**src/rtl/lc3b_pipe_ctrl.sv**
```systemverilog
// Pipeline-buffer chain with global freeze, load-use bubble insertion, branch squash
// (deferred while frozen) and saturating stall/flush event counters.
module lc3b_pipe_ctrl #(
  parameter int STAGES      = 4,
  parameter int DATA_W      = 64,
  parameter int FLUSH_DEPTH = 2,
  parameter int CNT_W       = 16
) (
  input  logic                     clk,
  input  logic                     reset,
  input  logic                     in_valid,
  input  logic [DATA_W-1:0]        in_data,
  output logic                     in_ready,
  input  logic                     imem_wait,
  input  logic                     dmem_wait,
  input  logic                     hazard,
  input  logic                     flush,
  output logic [STAGES-1:0]        stage_valid,
  output logic [STAGES*DATA_W-1:0] stage_data,
  output logic                     stall,
  output logic                     flush_pend,
  output logic [CNT_W-1:0]         stall_count,
  output logic [CNT_W-1:0]         flush_count
);

  logic [STAGES-1:0] valid_q, valid_d;
  logic [DATA_W-1:0] data_q [STAGES];
  logic [DATA_W-1:0] data_d [STAGES];
  logic              flush_pend_q, flush_pend_d;
  logic [CNT_W-1:0]  stall_cnt_q, stall_cnt_d;
  logic [CNT_W-1:0]  flush_cnt_q, flush_cnt_d;
  logic              fl_eff, hz_eff;

  always_comb begin
    stall    = imem_wait | dmem_wait;
    fl_eff   = (flush | flush_pend_q) & ~stall;
    hz_eff   = hazard & ~stall & ~fl_eff;
    in_ready = ~stall & ~hz_eff;
  end

  always_comb begin
    valid_d      = valid_q;
    data_d       = data_q;
    flush_pend_d = flush_pend_q;
    stall_cnt_d  = stall_cnt_q;
    flush_cnt_d  = flush_cnt_q;
    if (stall) begin
      // Frozen: a redirect seen now is remembered and applied once the wait ends.
      flush_pend_d = flush_pend_q | flush;
      if (stall_cnt_q != {CNT_W{1'b1}}) begin
        stall_cnt_d = stall_cnt_q + {{(CNT_W-1){1'b0}}, 1'b1};
      end else begin
        stall_cnt_d = stall_cnt_q;
      end
    end else begin
      flush_pend_d = 1'b0;
      for (int i = STAGES - 1; i >= 1; i--) begin
        valid_d[i] = valid_q[i-1];
        data_d[i]  = data_q[i-1];
      end
      if (fl_eff) begin
        for (int i = 0; i < FLUSH_DEPTH; i++) begin
          valid_d[i] = 1'b0;
          data_d[i]  = '0;
        end
        if (flush_cnt_q != {CNT_W{1'b1}}) begin
          flush_cnt_d = flush_cnt_q + {{(CNT_W-1){1'b0}}, 1'b1};
        end else begin
          flush_cnt_d = flush_cnt_q;
        end
      end else if (hz_eff) begin
        valid_d[0] = valid_q[0];
        data_d[0]  = data_q[0];
        valid_d[1] = 1'b0;
        data_d[1]  = '0;
      end else begin
        // Invalid entries carry zero so downstream decode sees a NOP.
        valid_d[0] = in_valid;
        data_d[0]  = in_valid ? in_data : '0;
      end
    end
  end

  always_ff @(posedge clk) begin
    if (reset) begin
      valid_q      <= '0;
      flush_pend_q <= 1'b0;
      stall_cnt_q  <= '0;
      flush_cnt_q  <= '0;
      for (int i = 0; i < STAGES; i++) begin
        data_q[i] <= '0;
      end
    end else begin
      valid_q      <= valid_d;
      flush_pend_q <= flush_pend_d;
      stall_cnt_q  <= stall_cnt_d;
      flush_cnt_q  <= flush_cnt_d;
      for (int i = 0; i < STAGES; i++) begin
        data_q[i] <= data_d[i];
      end
    end
  end

  always_comb begin
    for (int i = 0; i < STAGES; i++) begin
      stage_data[i*DATA_W +: DATA_W] = data_q[i];
    end
  end

  assign stage_valid = valid_q;
  assign flush_pend  = flush_pend_q;
  assign stall_count = stall_cnt_q;
  assign flush_count = flush_cnt_q;

endmodule

```
**config.mk**
```make
export PLATFORM = sky130hd
export DESIGN_NAME = lc3b_pipe_ctrl
export DESIGN_NICKNAME = d
export VERILOG_FILES = /design/src/rtl/lc3b_pipe_ctrl.sv
export SDC_FILE = /design/constraint.sdc
export NUM_CORES = 1
export LEC_CHECK = 0
export BUFFER_PORTS_ARGS = -buffer_cell sky130_fd_sc_hd__buf_2
export CAP_MARGIN = 5
export CELL_PAD_IN_SITES_DETAIL_PLACEMENT = 2
export CELL_PAD_IN_SITES_GLOBAL_PLACEMENT = 2
export CORE_ASPECT_RATIO = 0.6
export CORE_MARGIN = 2
export CORE_UTILIZATION = 28
export CTS_CLUSTER_DIAMETER = 120
export DETAILED_ROUTE_END_ITERATION = 8
export PLACE_DENSITY = 0.81
export REMOVE_ABC_BUFFERS = 1
export SETUP_SLACK_MARGIN = 0.1
export SLEW_MARGIN = 20
export SYNTH_ARGS = -nofsm -noshare
export SYNTH_HDL_FRONTEND = slang
export SYNTH_SLANG_ARGS = --single-unit
```
**constraint.sdc**
```tcl
create_clock -name clk -period 2.38 [get_ports clk]
set_clock_uncertainty 0.1 [all_clocks]
set_input_delay 0.119 -clock clk [delete_from_list [all_inputs] [get_ports clk]]
set_output_delay 0.119 -clock clk [all_outputs]
set_load 0.1 [all_outputs]
```
; ---- Word-level counts from Yosys, hierarchy flattened
; Index checks and enable logic that the tools add are counted.
[totals]
register_bits = 293
output_inout_bits = 295
elab_cells = 34
[classes]
add_sub_neg = 2
n_eq_ne = 3
muxes = 7
n_bitwise = 9
reduce_logical = 4
[op_table]
columns = cell, count
row1 = two-way mux 64 bit, 3
row2 = two-way mux 128 bit, 1
row3 = adder 16 x 1 -> 16 bit (second input constant), 2
row4 = != test 16 bit (second input constant), 2
row5 = bitwise AND 1 bit, 4
row6 = AND reduction 2 bit, 2
row7 = NOT 1 bit, 3
row8 = AND reduction 3 bit, 1
row9 = two-way mux 1 bit, 2
row10 = two-way mux 2 bit, 1
row11 = != test 2 bit (second input constant), 1
row12 = bitwise OR 1 bit, 2
row13 = OR reduction 2 bit, 1

; ---- Longest topological paths before layout
; Gate-level depths: netlist of run 1.
[logic_depth]
word_depth = 7
mapped_depth = 7

; ---- Least setup slack after synthesis of run 1
; Ideal clock, no wire load.
[synth_path]
path_type = register to output
start = reg flush_pend_q, in the netlist flush_pend
end = out in_ready
arrival_time_ns = 2.311
required_time_ns = 2.161
setup_slack_ns = -0.150
stages_incl_launch_ff = 7
path_buffers = 2
path_cell_list = dfxtp_1 nor2_1 nand2_1 nand2_1 buf_2 clkbuf_1 inv_1
[synth_between]
elab_chain_cells = 6
[synth_lines]
columns = element, line
row1 = start: declaration, 29  ; logic flush_pend_q, flush_pend_d;
row2 = start signal: assignment, 95  ; flush_pend_q <= flush_pend_d;
row3 = bitwise OR 1 bit, 36  ; fl_eff = (flush | flush_pend_q) & ~stall;
row4 = bitwise AND 1 bit, 36
row5 = NOT 1 bit, 37  ; hz_eff = hazard & ~stall & ~fl_eff;
row6 = bitwise AND 1 bit, 37
row7 = NOT 1 bit, 38  ; in_ready = ~stall & ~hz_eff;
row8 = bitwise AND 1 bit, 38
row9 = end: declaration, 13  ; output logic in_ready,
; No other way between the ends.

; ---- Worst setup path in the final report of run 1
[layout_path]
start = reg stall_cnt_q[6], in the netlist stall_count[6]
end = reg stall_cnt_q[8], in the netlist stall_count[8]
[layout_between]
elab_chain_cells = 2
elab_cells_between_ends = 3
cone_classes = add/sub: 1 / eq/ne: 1 / reduce/logical: 1
[layout_lines]
columns = element, line
row1 = start: declaration, 30  ; logic [CNT_W-1:0] stall_cnt_q, stall_cnt_d;
row2 = start signal: assignment, 96  ; stall_cnt_q <= stall_cnt_d;
row3 = "parallel branches: the longest is 2 deep, another holds adder 16 x 1 -> 16 bit", n/a
; Several ways; the timed one is not identified.
; A chain may end at the register's enable or synchronous reset.

==> flow_summary_export.csv, run 1 <==
group,metric,value,unit
logic_synthesis,syn_avg_cell_area,9.10,µm²
power,power_frac_seq,46.1,%
die,die_w,250,µm
logic_synthesis,synth_seq_cells,293,
placed_design,hpwl,28500,µm
critical_path,cp_max_fo,6,
logic_synthesis,yosysUniqueCellTypes,50,
placed_design,place_congestion,0.797,
drt,wl_per_cell,21.5,µm
sta,fin_tns_setup,0,ns
sta,finalSetupViolCount,0,
logic_synthesis,ys_async_sr_fraction,0,%
run,drv_cap,0,
global_routing,overflow,0,
die,pin_count,366,
power,p_total,10.7,mW
power,p_clk_share,47.7,%
drt,first_pass_iters,4,
final_layout,final_nets,1585,
clock_network,cts_setup_buffers,0,
clock_network,htree_levels,1,
sta,max-slew-margin-rel,44.5,%
sta,worst_slew_pin_slew,0.830,ns
drt,drt_iter0_markers,380,
power,p_sw_share,23.9,%
critical_path,crit_buf_inv,1,
power,vdd_drop_max,0.000575,V
clock_network,cts_tree,"done",
logic_synthesis,yosys_warnings,0,
drt,route.detailed.drc,0,
final_layout,multiInputGateArea,0.00398,mm²
sta,fmax,0.478,GHz
drt,routed-via-count,10000,
die,start_util,28.2,%
sta,post-route-period-util,87.9,%
clock_network,clk_latency,0.56,ns
power,powerDensity,752,mW/mm²
clock_network,cts_buffers,30,
final_layout,area_delta_synth_final,40.0,%
clock_network,cts_root_buffer,"clkbuf_16",
sta,rsz0062_at_grt,"no",
hold_path,worstHoldPathType,"in -> reg",
critical_path,required,2.70,ns
logic_synthesis,seq_area_frac_synth,57.6,%
global_routing,antenna_found_initial,1,
run_status,status,"finished clean",
critical_path,critPathTopFamily,"compound AO/OA/AOI/OAI gates",
sta,slew_viol_final,0,
global_routing,grt_pass1_wl,64300,µm
critical_path,critical_path.cell_chain,"nand4_1, o311ai_0, buf_4, nor2_1, xnor2_1, nor2_1",
drt,drt-total-wl,43200,µm
sta,period_needed,2.09,ns
logic_synthesis,synth-edff-count,0,
clock_network,cts_sinks,293,
critical_path,crit_slowest_cell,"o311ai_0",
die,std_cell_rows,54,
power,p_leak,6.13,nW
clock_network,path_clk_slew,0.06,ns
critical_path,cp-start-kind,"register",
global_routing,grt_util_all_layers,21.7,%
sta,hold_violations,0,
global_routing,grt_max_degree,129,
final_layout,drive_gt1_share,29.6,%
clock_network,cts_buffer_depth,3,
sta,timing.hold.ws,0.0649,ns
die,die_h,152,µm
global_routing,grt_pass1_vias,10700,
power,p_switching,2.56,mW
logic_synthesis,syn_inst,1118,
power,combPwrFrac,6.2,%
final_layout,final-seq-area,0.00587,mm²
critical_path,critPathMostFrequentCell,"nor2_1",
placed_design,numPortBuffers,365,
drt,avgViaCountPerCell,4.98,
power,internal_power,8.16,mW
final_layout,fillers,3979,
critical_path,crit_type,"reg -> reg",
die,core_area,0.0361,mm²
logic_synthesis,synth-main-ff-cell,"dfxtp_1",
critical_path,slowest_delay,0.64,ns
critical_path,worstSetupEndpointType,"register",
die,die_area,0.0379,mm²
critical_path,arrival,2.41,ns
drt,final_antenna_net_count,0,
logic_synthesis,synth_area,0.0102,mm²
-- worst min-delay path: cells and delay by family --
| kind | cells | cell delay, ns |
|---|---|---|
| buffers and inverters | 2 | 0.40 |
| AND/OR/NAND/NOR | 1 | 0.15 |
-- worst paths after layout --
path                                 from  slack (ns)  depth (start not counted)                           end
min                                 reset        0.06                          3   stall_count[8]$_SDFFE_PP0P_
max reg2reg   stall_count[6]$_SDFFE_PP0P_        0.29                          6   stall_count[8]$_SDFFE_PP0P_
max           stall_count[6]$_SDFFE_PP0P_        0.29                          6   stall_count[8]$_SDFFE_PP0P_
min reg2reg  stage_data[246]$_SDFFE_PP0N_        0.36                          2  stage_data[246]$_SDFFE_PP0N_
-- through the flow --
stage,instance area [µm²],std cells,setup WS (ns),utilization [%]
5_1_grt,14300,2012,0.144,39.5
2_1_floorplan,9820,1034,-5.36,-
6_report,14300,2012,0.288,39.5
3_3_place_gp,12500,1891,0.368,34.7
3_5_place_dp,12500,1891,0.347,34.7
4_1_cts,14200,2011,0.141,39.5
-- final cells by class --
cell class / count / share of cell area, %
multi-input combinational: 738 / 27.9
clock buffer: 44 / 6.35
sequential: 293 / 41.2
inverter: 3 / 0.132
antenna: 1 / 0.0176
timing repair buffer: 446 / 19.2
tap: 476 / 4.18
clock inverter: 11 / 1.09
-- cells by family (layout without fill, tap and decap cells) --
logic type                 after synthesis  count (layout)  share of synthesized area [%]
and+or+nand+nor                        426             426                           18.0
muxes                                    2               2                          0.197
AOI/OAI and AO/OA                      289             289                           18.6
buffers and inverters                   87             504                           3.70
xor gates and xnor gates                19              19                           1.64
adders and majority gates                2               2                          0.246
DFF                                    293             293                           57.6
other                                    0               1                              0
-- timing repair --
action                                  in CTS  in global routing
endpoints found under the setup margin       1                  1
hold buffers                                65                  0
endpoints found under the hold margin       65                  0
gates resized for setup                      1                  1
-- layout by cell type, fill, tap and decap left out, types with 3 or more instances in the layout --
cell,count
buf_2,363
dfxtp_1,293
nand2_1,269
a21oi_1,139
nor2_1,96
a22o_1,65
dlygate4sd3_1,65
a22oi_1,64
clkbuf_16,31
xor2_1,12
nand4_1,11
buf_12,10
clkbuf_8,9
o21ai_0,7
nor3_1,7
xnor2_1,7
clkinv_2,7
buf_4,7
and3_1,5
or3_1,5
clkbuf_1,5
nand3_1,4
o211ai_1,4
bufinv_16,4
nor2_4,3
and4_1,3
a211oi_1,3
-- cells in the mapped netlist (2+ instances only) --
| master | instances | area, µm² |
|---|---|---|
| dfxtp_1 | 293 | 5870 |
| nand2_1 | 270 | 1010 |
| a21oi_1 | 139 | 696 |
| nor2_1 | 98 | 368 |
| a22o_1 | 65 | 569 |
| a22oi_1 | 64 | 480 |
| clkbuf_1 | 56 | 210 |
| buf_2 | 22 | 110 |
| xor2_1 | 12 | 105 |
| nand4_1 | 11 | 68.8 |
| nor3_1 | 7 | 35.0 |
| o21ai_0 | 7 | 35.0 |
| xnor2_1 | 7 | 61.3 |
| and3_1 | 5 | 31.3 |
| or3_1 | 5 | 31.3 |
| nand3_1 | 4 | 20.0 |
| o211ai_1 | 4 | 30.0 |
| a211oi_1 | 3 | 22.5 |
| and4_1 | 3 | 26.3 |
| buf_1 | 3 | 11.3 |
| and3_2 | 2 | 15.0 |
| and3_4 | 2 | 22.5 |
| ha_1 | 2 | 25.0 |
| inv_1 | 2 | 7.51 |
| mux2i_1 | 2 | 20.0 |
| nand4_4 | 2 | 42.5 |
| nor2_4 | 2 | 22.5 |
| o2111ai_1 | 2 | 17.5 |
| o21a_1 | 2 | 15.0 |
| or2_2 | 2 | 12.5 |
-- registers in the layout (all words and copies together) (netlist names) --
signal	count
stage_data	256
flush_count	16
stall_count	16
stage_valid	4
flush_pend	1
-- power groups by stage --
stage          Sequential (mW)  Clock, mW  Combinational, mW
6_report                  4.94       5.12              0.660
5_1_grt                   4.94       5.47              0.698
4_1_cts                   4.94       5.27              0.658
3_5_place_dp              5.05          0              0.571
3_3_place_gp              5.05          0              0.563
2_1_floorplan             5.18          0              0.139
-- routing by layer --
layer,GRT usage (%),wire length (µm),vias up
met3,6.20,2970,57
met1,26.6,18300,5028
met4,5.57,1010,0
li1,-,-,4633
met5,0,0,-
met2,37.8,20900,307
No activity file was read; power rests on OpenSTA's default activity.
==> inputs of run 2 (changes only) <==
--- a/config.mk
+++ b/config.mk
@@ -5,13 +5,14 @@
 export SDC_FILE = /design/constraint.sdc
 export NUM_CORES = 1
 export LEC_CHECK = 0
+export ABC_AREA = 1
 export BUFFER_PORTS_ARGS = -buffer_cell sky130_fd_sc_hd__buf_2
 export CAP_MARGIN = 5
 export CELL_PAD_IN_SITES_DETAIL_PLACEMENT = 2
 export CELL_PAD_IN_SITES_GLOBAL_PLACEMENT = 2
 export CORE_ASPECT_RATIO = 0.6
 export CORE_MARGIN = 2
-export CORE_UTILIZATION = 28
+export CORE_UTILIZATION = 27
 export CTS_CLUSTER_DIAMETER = 120
 export DETAILED_ROUTE_END_ITERATION = 8
 export PLACE_DENSITY = 0.81
==> run 2 against run 1 <==
Against the previous run: final area is 5.3% higher; total power is 15% higher; wire length is 7.9% higher; largest cell class unchanged.
==> flow_summary_export.csv, run 2 <==
group,metric,value,unit
critical_path,arrival,1.88,ns
final_layout,layout_common_cells,"buf_2, nor2_1, dfxtp_1",
critical_path,r2r_slack,0.43,ns
sta,fmax,0.477,GHz
logic_synthesis,ys_async_sr_fraction,0,%
global_routing,top_usage_layer,"met2",
final_layout,area_delta_synth_final,36.0,%
placed_design,hpwl,30600,µm
final_layout,finish.utilization,37.2,%
die,die_w,265,µm
sta,finalSetupViolCount,0,
final_layout,final_cell_area,0.0150,mm²
critical_path,rr_endpoint,"flush_count[14]$_SDFFE_PP0P_",
hold_path,hold_path.startpoint,"reset",
global_routing,use_met2,35.9,%
die,start_util,27.3,%
sta,post-route-period-util,88.1,%
logic_synthesis,seq_area_frac_synth,53.2,%
final_layout,largest_reg_flops,256,
critical_path,worstReg2RegStart,"flush_count[0]$_SDFFE_PP0P_",
sta,fin_tns_setup,0,ns
die,std_cell_rows,57,
global_routing,met3_usage,4.86,%
final_layout,multiInputGateArea,0.00436,mm²
final_layout,final_common_cell,"buf_2",
placed_design,place_congestion,0.765,
drt,drt-total-wl,46600,µm
logic_synthesis,synth.area.top_cells,"dfxtp_1, nor2_1, o21ai_0, nand2_1, nand3_1",
final_layout,drive_gt1_share,24.1,%
power,p_total,12.4,mW
sta,rsz0062_at_grt,"no",
drt,routed-via-count,11600,
critical_path,cp_max_fo,13,
drt,wl_per_cell,19.6,µm
placed_design,numPortBuffers,365,
sta,slew_viol_final,0,
logic_synthesis,synth-edff-count,0,
drt,drt_iter0_markers,516,
final_layout,final_nets,1898,
die,die_area,0.0425,mm²
die,die_h,161,µm
global_routing,antenna_found_initial,2,
clock_network,path_clk_slew,0.06,ns
logic_synthesis,yosysMostFrequentCell,"nor2_1",
sta,max-slew-margin-rel,45.8,%
global_routing,overflow,0,
clock_network,htree_levels,1,
logic_synthesis,syn_inst,1448,
clock_network,cts_sinks,293,
sta,period_needed,2.10,ns
global_routing,grt_max_degree,116,
global_routing,grt_pass1_wl,73300,µm
logic_synthesis,synthTopCellsByCount,"nor2_1, dfxtp_1, o21ai_0",
clock_network,clk_latency,0.57,ns
clock_network,cts_tree,"done",
global_routing,grt_util_all_layers,21.4,%
clock_network,cts_buffers,31,
logic_synthesis,yosys_warnings,0,
drt,first_pass_iters,6,
logic_synthesis,synth.largest_area_cell,"dfxtp_1",
critical_path,r2r_cells,7,
power,vdd_drop_max,0.000470,V
global_routing,use_met1,27.8,%
placed_design,postPlaceCellArea,0.0133,mm²
clock_network,cts_root_buffer,"clkbuf_16",
die,pin_count,366,
logic_synthesis,synth_seq_cells,293,
logic_synthesis,yosysUniqueCellTypes,24,
drt,avgViaCountPerCell,4.87,
sta,worst_slew_pin_slew,0.812,ns
drt,final_antenna_net_count,0,
logic_synthesis,synth_area,0.0110,mm²
hold_path,holdPathStages,4,
power,powerDensity,825,mW/mm²
final_layout,fillers,4682,
hold_path,worstHoldEndpoint,"stage_data[114]$_SDFFE_PP0N_",
critical_path,crit_type,"reg -> out",
power,p_leak,6.78,nW
run,drv_cap,0,
logic_synthesis,syn_avg_cell_area,7.62,µm²
hold_path,worstHoldPathType,"in -> reg",
global_routing,grt_pass1_vias,12600,
clock_network,cts_buffer_depth,3,
critical_path,required,2.16,ns
die,core_area,0.0404,mm²
logic_synthesis,synth-main-ff-cell,"dfxtp_1",
sta,hold_violations,0,
critical_path,worstSetupEndpointType,"output pin",
final_layout,final-seq-area,0.00587,mm²
logic_synthesis,yosys.area.top_type_share,53.2,%
drt,route.detailed.drc,0,
critical_path,cp-start-kind,"register",
run_status,status,"finished clean",
==> run 2: report_power, final <==
| part | internal (mW) | total [mW] | leakage, nW | switching [mW] |
|---|---|---|---|---|
| Clock | 3.08 | 5.21 | 0.519 | 2.13 |
| Sequential | 5.05 | 5.16 | 2.38 | 0.105 |
| Combinational | 0.350 | 2.00 | 3.88 | 1.65 |
==> run 2: logic make-up after synthesis <==
group | count (synthesis) | share of synthesized area, %
fa+ha+maj | 2 | 0.227
compound gates | 286 | 13.0
simple gates | 666 | 25.9
buf+inv | 200 | 7.67
flops | 293 | 53.2
xor+xnor | 1 | 0.0794
==> run 2: how the worst max path moves through the flow <==
stage                          start                           to  slack, ns
2_1_floorplan              dmem_wait                     in_ready      -3.14
3_3_place_gp   flush_pend$_SDFF_PP0_  stage_data[16]$_SDFFE_PP0P_       0.48
3_5_place_dp   flush_pend$_SDFF_PP0_  stage_data[12]$_SDFFE_PP0P_       0.37
4_1_cts        flush_pend$_SDFF_PP0_                     in_ready       0.11
5_1_grt        flush_pend$_SDFF_PP0_                     in_ready       0.10
6_report       flush_pend$_SDFF_PP0_                     in_ready       0.28
==> run 2: what timing repair did <==
item | in CTS | in global routing
hold endpoints to repair | 65 | 0
endpoints found under the setup margin | 1 | 1
hold buffers | 66 | 0
pin swaps | 1 | 1
setup buffers | 0 | 0
gates resized for setup | 1 | 0
cloned | 1 | 0
==> run 2: per-stage QoR <==
stage / setup slack (ns) / instances / hold slack (ns)
after global routing: 0.104 / 2379 / 0.0486
final: 0.284 / 2379 / 0.0397
after floorplan: -3.14 / 1341 / 0.0881
after CTS: 0.111 / 2378 / 0.0119
after global placement: 0.481 / 2256 / 0.305
after detailed placement: 0.369 / 2256 / 0.315
==> run 2: final cells by class <==
class	instances	share of cell area, %
Timing Repair Buffer	450	18.0
Sequential cell	293	39.1
Clock inverter	10	1.19
Inverter	93	2.36
Clock buffer	45	5.85
Multi-Input combinational cell	956	29.1
Tap cell	531	4.43
Antenna cell	1	0.0167
==> run 2: metal layers <==
metal / share of wire, % / wire (µm)
met5: 0.024 / 11
met4: 2.8 / 1320
met3: 5.0 / 2340
met2: 47 / 21800
met1: 45 / 21200
==> run 2: worst max-delay path, cell delays in order, from the launching register on <==
cell,delay [ns]
dfxtp_1,0.40
nor2_4,0.06
nor2_4,0.28
nor2_4,0.17
inv_1,0.10
buf_4,0.29
==> inputs of run 3 (changes only) <==
--- a/config.mk
+++ b/config.mk
@@ -5,17 +5,16 @@
 export SDC_FILE = /design/constraint.sdc
 export NUM_CORES = 1
 export LEC_CHECK = 0
-export ABC_AREA = 1
 export BUFFER_PORTS_ARGS = -buffer_cell sky130_fd_sc_hd__buf_2
 export CAP_MARGIN = 5
 export CELL_PAD_IN_SITES_DETAIL_PLACEMENT = 2
 export CELL_PAD_IN_SITES_GLOBAL_PLACEMENT = 2
 export CORE_ASPECT_RATIO = 0.6
 export CORE_MARGIN = 2
-export CORE_UTILIZATION = 27
+export CORE_UTILIZATION = 26
 export CTS_CLUSTER_DIAMETER = 120
 export DETAILED_ROUTE_END_ITERATION = 8
-export PLACE_DENSITY = 0.81
+export PLACE_DENSITY = 0.79
 export REMOVE_ABC_BUFFERS = 1
 export SETUP_SLACK_MARGIN = 0.1
 export SLEW_MARGIN = 20
==> constraint.sdc (replaced) <==
create_clock -name clk -period 1.8 [get_ports clk]
set_clock_uncertainty 0.1 [all_clocks]
set_input_delay 0.09 -clock clk [delete_from_list [all_inputs] [get_ports clk]]
set_output_delay 0.09 -clock clk [all_outputs]
set_load 0.1 [all_outputs]
==> run 3 against run 2 <==
Against the previous run: the run now ends with negative hold slack, negative setup slack left; wire length increased by 11%; clock power rose by 33%; register-to-register slack got worse by 0.48 ns; total power grew 17%; cell count down 10%; global-route usage is 0.058 points higher; hold slack worse by 0.062 ns; sequential cell count unchanged; non-clock buffer count rose by 79; combinational power shrank 47%; largest cell class unchanged; largest power group unchanged.
==> flow_summary_export.csv, run 3 (synthesis results as in run 1) <==
group,metric,value,unit
power,vdd_drop_max,0.000543,V
power,power_frac_seq,45.0,%
final_layout,layout_common_cells,"buf_2, dfxtp_1, nand2_1",
sta,finalSetupViolCount,10,
sta,hold_violations,6,
global_routing,grt_max_degree,117,
sta,max-slew-margin-rel,36.3,%
clock_network,cts_tree,"done",
critical_path,required,2.11,ns
critical_path,arrival,2.17,ns
power,combPwrFrac,7.3,%
final_layout,fillers,4198,
critical_path,worstReg2RegStart,"stall_count[1]$_SDFFE_PP0P_",
final_layout,largest_reg_flops,256,
final_layout,final_cell_area,0.0158,mm²
clock_network,cts_root_buffer,"clkbuf_16",
drt,routed-via-count,10500,
final_layout,multiInputGateArea,0.00434,mm²
die,die_area,0.0408,mm²
drt,drt-total-wl,51600,µm
clock_network,cts_sinks,293,
placed_design,place_congestion,0.792,
final_layout,final_nets,1668,
power,p_leak,6.70,nW
die,std_cell_rows,56,
die,die_h,157,µm
run,drv_cap,0,
final_layout,drive_gt1_share,38.2,%
global_routing,overflow,0,
critical_path,cp-start-kind,"register",
clock_network,cts_buffer_depth,3,
critical_path,cp-startpoint,"stall_count[1]$_SDFFE_PP0P_",
critical_path,cp_max_fo,3,
die,start_util,26.2,%
drt,final_antenna_net_count,0,
clock_network,clk_latency,0.57,ns
critical_path,worstSetupEndpointType,"register",
clock_network,cts_buffers,29,
power,p_switching,3.50,mW
placed_design,numPortBuffers,365,
power,internal_power,11.0,mW
drt,first_pass_iters,6,
final_layout,final-seq-area,0.00591,mm²
power,powerDensity,917,mW/mm²
global_routing,antenna_found_initial,2,
final_layout,final_common_cell,"buf_2",
sta,timing.hold.ws,-0.0225,ns
power,p_clk_share,47.7,%
drt,wl_per_cell,24.1,µm
drt,route.detailed.drc,0,
placed_design,postPlaceCellArea,0.0128,mm²
sta,worst_slew_pin_slew,0.953,ns
run_status,status,"finished with violations",
critical_path,crit_end,"stall_count[0]$_SDFFE_PP0P_",
drt,drt_iter0_markers,469,
critical_path,r2r_cells,8,
power,p_total,14.5,mW
die,pin_count,366,
final_layout,finish.utilization,40.8,%
final_layout,final_cells,2139,
sta,layout_setup_ws,-0.0547,ns
die,core_area,0.0388,mm²
sta,fin_tns_setup,-0.303,ns
drt,avgViaCountPerCell,4.93,
clock_network,htree_levels,1,
die,die_w,259,µm
critical_path,rr_endpoint,"stall_count[0]$_SDFFE_PP0P_",
sta,slew_viol_final,0,
sta,fmax,0.539,GHz
critical_path,crit_type,"reg -> reg",
placed_design,hpwl,28600,µm
hold_path,worstHoldPathType,"in -> reg",
global_routing,grt_pass1_wl,67800,µm
critical_path,r2r_slack,-0.05,ns
sta,post-route-period-util,103,%
final_layout,area_delta_synth_final,55.6,%
global_routing,grt_pass1_vias,11000,
placed_design,place_inst,1963,
sta,rsz0062_at_grt,"yes",
run_status,violations,"negative hold slack, negative setup slack",
global_routing,grt_util_all_layers,21.5,%
sta,period_needed,1.85,ns
power,p_sw_share,24.1,%
clock_network,path_clk_slew,0.08,ns
==> run 3: cell types whose count changed in the layout (fill, tap and decap cells not counted), sizes merged, moves of 11 or more <==
cell    before  now
nor2       351  100
xor2         0   12
inv         93    3
nand4       66   15
clkbuf      45   56
a21oi       90  139
buf        384  445
nand2      145  270
a22o         0   65
nand3      104    4
o21ai      195    7
a22oi        0   64
==> run 3: area by class of cell <==
type	count	area share, %
Inverter	3	0.198
Clock inverter	14	1.60
Timing Repair Buffer	529	24.2
Sequential cell	293	37.3
Clock buffer	38	5.11
Multi-Input combinational cell	739	27.4
Antenna cell	1	0.0158
Tap cell	522	4.13
==> run 3: power by group through the flow <==
stage | logic, mW | clock network (mW) | registers (mW)
finish | 1.06 | 6.93 | 6.53
global route | 1.11 | 7.38 | 6.53
CTS | 0.937 | 7.07 | 6.52
detailed placement | 0.780 | 0 | 6.67
global placement | 0.764 | 0 | 6.67
floorplan | 0.184 | 0 | 6.86
==> run 3: worst min-delay path by stage <==
stage	start	end	slack (ns)	depth (start not counted)
6_report	reset	stage_data[170]$_SDFFE_PP0N_	-0.02	3
5_1_grt	reset	stage_data[234]$_SDFFE_PP0N_	0.03	3
4_1_cts	reset	stall_count[4]$_SDFFE_PP0P_	0.01	3
3_5_place_dp	in_data[57]	stage_data[57]$_SDFFE_PP0P_	0.24	3
3_3_place_gp	in_data[6]	stage_data[6]$_SDFFE_PP0P_	0.22	3
2_1_floorplan	reset	flush_count[11]$_SDFFE_PP0P_	0.06	1
==> run 3: layer usage <==
| layer | wire length (µm) | vias up | global-route usage (%) | part of all wire [%] |
|---|---|---|---|---|
| li1 | - | 4818 | - | - |
| met1 | 21800 | 5301 | 25.8 | 42 |
| met2 | 24700 | 331 | 36.8 | 48 |
| met3 | 3490 | 97 | 6.59 | 6.8 |
| met4 | 1600 | 0 | 6.84 | 3.1 |
| met5 | 0 | - | 0 | 0 |
==> run 3: stage by stage <==
stage               setup WS, ns  hold WS [ns]
floorplan                  -5.91        0.0591
global placement         -0.0783         0.222
detailed placement       -0.0917         0.238
CTS                       0.0108        0.0136
global route              -0.147        0.0251
finish                   -0.0547       -0.0225
==> run 3: what timing repair did <==
action                     4_1_cts  5_1_grt
pin swaps                       18       65
hold endpoints to repair        68        0
hold buffers                    66        0
gates cloned                     4       17
gates resized for setup         76       88
setup endpoints to repair      177      166
buffers inserted                15       21
==> run 3: critical path: stages, from the launching register on <==
cell,delay (ns)
dfxtp_2,0.38
ha_4,0.16
nand4_1,0.19
nor4_2,0.27
buf_4,0.17
buf_4,0.12
nor2_2,0.06
xnor2_2,0.19
nor2_1,0.06
